--- src/rtl/valid_bit_array_16.sv ---
// valid_bit_array_16: 16-entry valid-bit store with per-entry set/clear,
// a 16-cycle sequential flush, and registered free-entry finder/valid count.
// Ports:
//   clk, rst_n            clock, async active-low reset
//   set_en/set_index      mark an entry valid
//   clr_en/clr_index      mark an entry invalid
//   flush_req             start a sequential flush (one entry per cycle)
//   valid_vec[15:0]       entry i at bit [15-i]
//   flush_busy            flush in progress
//   free_found/free_index lowest invalid entry (0 when none)
//   valid_count[4:0]      number of valid entries
module valid_bit_array_16 (
   input  logic       clk,
   input  logic       rst_n,
   input  logic       set_en,
   input  logic [3:0] set_index,
   input  logic       clr_en,
   input  logic [3:0] clr_index,
   input  logic       flush_req,
   output logic [15:0] valid_vec,
   output logic       flush_busy,
   output logic       free_found,
   output logic [3:0] free_index,
   output logic [4:0] valid_count
);

   typedef enum logic {IDLE, FLUSH} state_t;

   state_t      state_q, state_d;
   logic [3:0]  ptr_q, ptr_d;
   logic [15:0] vec_d;
   logic        ff_d;
   logic [3:0]  fi_d;
   logic [4:0]  cnt_d;

   always_ff @(posedge clk or negedge rst_n) begin
      if (!rst_n) begin
         state_q     <= IDLE;
         ptr_q       <= 4'd0;
         valid_vec   <= 16'h0000;
         free_found  <= 1'b1;
         free_index  <= 4'd0;
         valid_count <= 5'd0;
      end else begin
         state_q     <= state_d;
         ptr_q       <= ptr_d;
         valid_vec   <= vec_d;
         free_found  <= ff_d;
         free_index  <= fi_d;
         valid_count <= cnt_d;
      end
   end

   assign flush_busy = (state_q == FLUSH);

   // Entry i lives at bit 15-i, i.e. bit ~i for a 4-bit index.
   // Clear is applied before set so a same-index collision leaves it valid.
   always_comb begin
      vec_d   = valid_vec;
      state_d = state_q;
      ptr_d   = ptr_q;
      unique case (state_q)
         IDLE: begin
            if (clr_en) vec_d[~clr_index] = 1'b0;
            if (set_en) vec_d[~set_index] = 1'b1;
            if (flush_req) begin
               state_d = FLUSH;
               ptr_d   = 4'd0;
            end
         end
         FLUSH: begin
            vec_d[~ptr_q] = 1'b0;
            ptr_d = 4'(ptr_q + 4'd1);
            if (ptr_q == 4'd15) state_d = IDLE;
         end
         default: begin
            state_d = IDLE;
            ptr_d   = 4'd0;
         end
      endcase
   end

   // Scan from entry 15 down so the lowest free entry is written last.
   always_comb begin
      ff_d = 1'b0;
      fi_d = 4'd0;
      for (int i = 15; i >= 0; i--) begin
         if (!vec_d[~4'(i)]) begin
            ff_d = 1'b1;
            fi_d = 4'(i);
         end
      end
   end

   always_comb begin
      cnt_d = 5'd0;
      for (int i = 0; i < 16; i++) begin
         cnt_d = cnt_d + {4'd0, vec_d[i]};
      end
   end

endmodule
--- config.mk ---
export PLATFORM = sky130hd
export DESIGN_NAME = valid_bit_array_16
export DESIGN_NICKNAME = d
export VERILOG_FILES = /design/src/rtl/valid_bit_array_16.sv
export SDC_FILE = /design/constraint.sdc
export NUM_CORES = 1
export LEC_CHECK = 0
export ABC_CLOCK_PERIOD_IN_PS = 6000
export CAP_MARGIN = 20
export CORE_ASPECT_RATIO = 1.75
export CORE_MARGIN = 2
export CORE_UTILIZATION = 51
export CTS_CLUSTER_DIAMETER = 50
export DETAILED_ROUTE_END_ITERATION = 7
export PLACE_DENSITY = 0.85
export SYNTH_ARGS = -nofsm -noshare
export SYNTH_HDL_FRONTEND = slang
export SYNTH_SLANG_ARGS = --single-unit
--- constraint.sdc ---
create_clock -name clk -period 6 [get_ports clk]
set_input_delay 1.5 -clock clk [delete_from_list [all_inputs] [get_ports clk]]
set_output_delay 1.5 -clock clk [all_outputs]
set_load 0.02 [all_outputs]
# Word-level counts from Yosys, hierarchy flattened
# Cells that the tools add are included.
[word_totals]
register_bits = 31
wordCells = 73
in_bits = 13
[op_classes]
mux = 31
n_bitwise = 9
n_reduce_logical = 3
n_addsub = 16
magnitude_cmp = 6
eq_ne = 2
[ops]
columns = ["op", "count"]
rows = [
  ["$add 5x1->5", 11],
  ["$mux 16", 3],
  ["$mux 4", 9],
  ["$and 16x16->16", 2],
  ["$not 16->16", 2],
  ["$pmux 16 s2", 1],
  ["$or 16x16->16", 1],
  ["$lt 4x5->1 const B", 3],
  ["$mux 1", 13],
  ["$demux 1 s4", 3],
  ["$ge 4x1->1 const B", 3],
  ["$not 4->4", 3],
  ["$pmux 4 s2", 1],
  ["$add 4x1->5", 1],
  ["$add 3x1->4", 1],
  ["$add 4x1->4 const B", 1],
  ["$eq 4x4->1 const B", 1],
  ["$add 2x1->3", 1],
  ["$logic_and 1x1->1", 3],
  ["$add 1x1->2", 1],
  ["$ne 2x2->1 const B", 1],
  ["$pmux 1 s2", 1],
  ["$not 1->1", 1],
]

# Logic depth before layout (Yosys ltp)
[depth]
ltp_word = 27
mapped_depth = 18

# Worst setup path before layout
# No wires, ideal clock.
[synth_path]
kind = "input -> register"
from = "in set_index[2]"
to = "reg valid_count[4]"
setup_slack_ps = 930
stages = 15
t_arrival_ps = 5005
required_time_ps = 5936
path_cell_list = "nor3b_1 nand2_1 a22o_1 fa_1 inv_1 fa_1 inv_1 fa_1 inv_1 fa_1 ha_1 inv_1 fa_1 nor2b_1 o21a_1"
[synth_via]
elab_chain_cells = 23
[synth_lines]
columns = ["item", "line", "rtl"]
rows = [
  ["from (decl)", "16", "input logic [3:0] set_index,"],
  ["$not 4->4 *", "65", "if (set_en) vec_d[~set_index] = 1'b1;"],
  ["$lt 4x5->1 (implied by the code) / $ge 4x1->1 (equally long branches)", "65", ""],
  ["$logic_and 1x1->1 (implied by the code)", "65", ""],
  ["$mux 1 (implied by the code)", "65", ""],
  ["$demux 1 s4 *", "65", ""],
  ["$or 16x16->16 (no source line) *", "n/a", ""],
  ["$mux 16 *", "65", ""],
  ["$pmux 16 s2 *", "62", "unique case (state_q)"],
  ["$add 1x1->2", "98", "cnt_d = cnt_d + {4'd0, vec_d[i]};"],
  ["$add 2x1->3", "98", ""],
  ["$add 3x1->4", "98", ""],
  ["$add 4x1->5", "98", ""],
  ["$add 5x1->5 (10 in a row)", "98", ""],
  ["$add 5x1->5 *", "98", ""],
  ["via cnt_d[4]", "34", "logic [4:0] cnt_d;"],
  ["to (signal assigned)", "50", "valid_count <= cnt_d;"],
  ["to (decl)", "24", "output logic [4:0] valid_count"],
]
# The timed path passes the listed nets; every way through them passes the cells marked *.
# A chain may end at the register's enable or synchronous reset.

# Final worst setup path
[layout_path]
from = "in set_en"
to = "reg valid_count[4]"
[layout_via]
elab_chain_cells = 17
[layout_lines]
columns = ["item", "line", "rtl"]
rows = [
  ["from (decl)", "15", "input logic set_en,"],
  ["$mux 16 *", "65", ""],
  ["$pmux 16 s2 *", "62", ""],
  ["$add 1x1->2", "98", ""],
  ["$add 2x1->3", "98", ""],
  ["$add 3x1->4", "98", ""],
  ["$add 4x1->5", "98", ""],
  ["$add 5x1->5 (10 in a row)", "98", ""],
  ["$add 5x1->5 *", "98", ""],
  ["via cnt_d[4]", "34", ""],
]
# Marked as above.

==> metrics <==
CP Launch Type input pin; period utilisation layout 0.941; first-pass GRT wire length 7800 um; non-filler cells, final ~290; CP most frequent cell fa_1; Avg WL per Cell 16.2 um; CP max FO 5; CTS tree built; synthesized area 0.00199 mm2; R2R Path Start flush_busy$_DFF_PN0_; detailed-route via count approximately 1,700; HP Class reg2reg; RSZ-0062 raised after global routing no; I/O pin count 40; Tot Pwr between 900 and 1000 uW; R2R depth 15; CTS H-Tree Depth 2; RR Endpoint valid_count[4]$_DFF_PN0_; sequential area share after synthesis 0.391; Tot GR Track Use 0.244; dominant cells by area after synthesis dfrtp_1, fa_1, ha_1, inv_1, nand2_1; die width 51.2 um; Via-to-Cell Ratio 5.75; Die Ht 86.6 um; clk sinks 31; crit path to valid_count[4]$_DFF_PN0_; Final Hold Fails 0; Setup Buffers After CTS 0; status finished clean; DRT antenna net count 0; clock slew seen by the registers of the worst setup and hold paths 0.07 ns; Syn Inst Count 198; flops & latches, synth 31; fraction of layout cells with a size suffix above 1 0.0905; Cell Pwr Density 361 mW/mm2; clk root buf clkbuf_8; initial antenna violation count 0; Reg2Reg Setup Slack roughly 1.2 ns; input/output buffers 39; pre-CTS WS 0.0944 ns; Max-slew headroom 0.562; P&R area growth vs syn 26.8%; nets 276; most frequent cells in the layout clkdlybuf4s50_1, dfrtp_1, inv_1, nand2_1, ha_1; CTS Buf Count 5; pin count of the biggest net entering global routing 32; Crit. Startpoint set_en; Max Clock Skew 0.00715 ns; CP Data Required Time 6.23 ns; post-route minimum period 5.65 ns; LEAKAGE 0.00113 uW; diode count 0; GRT overflow 0; Initial Util 0.524; Slew @ Worst Pin ~0.66 ns; Pins Over Slew Limit 0; CP max stage delay 0.55 ns; Fin Hold WS slightly below 0.6 ns; Ys Warns 0; # DRC 0; Crit path arrival time 5.88 ns; Setup CP Type in2reg; PostCTS Resize Cnt 0; setup TNS 0 ns; die area approximately 0.0044 mm2; Worst Setup End Kind flip-flop; Rows 30; maximum clock frequency 0.177 GHz; fin worst setup slack 0.353 ns; final setup vio count 0; worst skew pair latency 0.29 ns; area share of the largest cell type after synthesis 0.378; average size of a mapped cell between 10 and 15 um2; CP cell instances clkdlybuf4s50_1, nor3b_1, nand2_1, a22o_1, fa_1, inv_1, fa_1, inv_1, fa_1, inv_1, fa_1, ha_1, inv_1, fa_1, nor2b_1, o21a_1; Initial DRC Count between 50 and 60; vias in the first global route 1,650; dominant cell type by area after synthesis dfrtp_1; Slowest-stage cell, CP clkdlybuf4s50_1; dpl cells 283; Max rail drop VDD 0.000279 V; routability congestion estimate a little over 0.9; fillers 315; clk buf depth 2; DP HPWL 3630 um; # Max-Cap Violations 0; Core ar. 0.00379 mm2; syn_nets between 200 and 250; commonest non-fill, non-tap cell in the layout clkdlybuf4s50_1; Total Routed Length 4720 um; CTS Hold Bufs 0; Unique masters post-synth 48; length of the first detailed-routing pass in iterations 4
## how the worst min path moves through the flow
stage | startpoint | cells past startpoint | slack, ns | to
6_report | valid_vec[10]$_DFF_PN0_ | 1 | 0.59 | valid_vec[10]$_DFF_PN0_
5_1_grt | valid_vec[10]$_DFF_PN0_ | 1 | 0.62 | valid_vec[10]$_DFF_PN0_
4_1_cts | valid_vec[10]$_DFF_PN0_ | 1 | 0.59 | valid_vec[10]$_DFF_PN0_
3_5_place_dp | valid_vec[10]$_DFF_PN0_ | 1 | 0.56 | valid_vec[10]$_DFF_PN0_
3_3_place_gp | valid_vec[10]$_DFF_PN0_ | 1 | 0.57 | valid_vec[10]$_DFF_PN0_
2_1_floorplan | ptr_q[1]$_DFFE_PN0P_ | 2 | 0.59 | ptr_q[1]$_DFFE_PN0P_
## per-stage QoR
| step | instance area [um2] | utilization |
|---|---|---|
| 4_1_cts | 2520 | 0.665 |
| 5_1_grt | 2520 | 0.665 |
| 3_5_place_dp | 2440 | 0.643 |
| 3_3_place_gp | 2440 | 0.643 |
| 2_1_floorplan | 1990 | - |
| 6_report | 2520 | 0.665 |
## state kept, by name, summed over array words and instances, names as in the netlist
signal       count
valid_count      5
free_found       1
ptr_q            4
free_index       4
valid_vec       16
flush_busy       1
## synthesized netlist by cell type, drive strengths merged
cell / count
a21bo: 1
dfrtp: 30
nand3: 8
a21o: 2
and2b: 1
o21a: 2
and3b: 2
nor2: 4
buf: 5
nand2: 23
a21oi: 1
nor3b: 4
nor2b: 6
a22o: 8
nand4b: 1
ha: 11
nor3: 2
o21ai: 12
a22oi: 3
nand3b: 4
and4bb: 1
xor2: 1
o211ai: 1
a31oi: 2
a21boi: 1
nand4: 2
o211a: 1
xnor2: 3
nand2b: 3
o41ai: 1
and3: 1
a32oi: 5
a32o: 2
dfstp: 1
inv: 29
or3: 2
o31ai: 2
fa: 10
## area by class of cell
cell class              count  area, um2  area share
inverters                  29        109      0.0432
clock buffers               6       72.6      0.0288
flip-flops and latches     31        777       0.308
clock inverters             2       12.5     0.00496
well taps                  48       60.1      0.0238
multi-input cells         133       1080       0.427
repair buffers             42        413       0.164
## routing by layer
layer | GRT usage | share of wire | vias to the layer above | routed length (um)
met3 | 0.0397 | 0.050 | 20 | 237
met2 | 0.426 | 0.54 | 71 | 2570
met4 | 0.125 | 0.045 | 0 | 213
met1 | 0.279 | 0.36 | 817 | 1700
li1 | - | - | 766 | -
met5 | 0 | 0 | - | 0
## logic make-up (layout without fill, tap and decap cells)
kind of cell             Yosys count  after routing  synth area share
AO/OA/AOI/OAI                     44             44             0.173
XOR/XNOR                           4              4            0.0176
adder cells (fa/ha/maj)           21             21             0.170
buffers and inverters             34             79            0.0673
flip-flops                        31             31             0.391
AND/OR/NAND/NOR                   64             64             0.181
## worst max-delay path: cells and delay by family
| kind | cells | cell delay [ns] |
|---|---|---|
| adder cells (fa/ha/maj) | 6 | 2.56 |
| buffers and inverters | 5 | 0.76 |
| AO/OA/AOI/OAI | 2 | 0.37 |
| AND/OR/NAND/NOR | 3 | 0.70 |
## where the power goes
part | switching [uW] | internal, uW
clock network | 82.7 | 80.9
registers | 63.6 | 255
logic | 241 | 186
No activity file was read; power rests on OpenSTA's default activity.
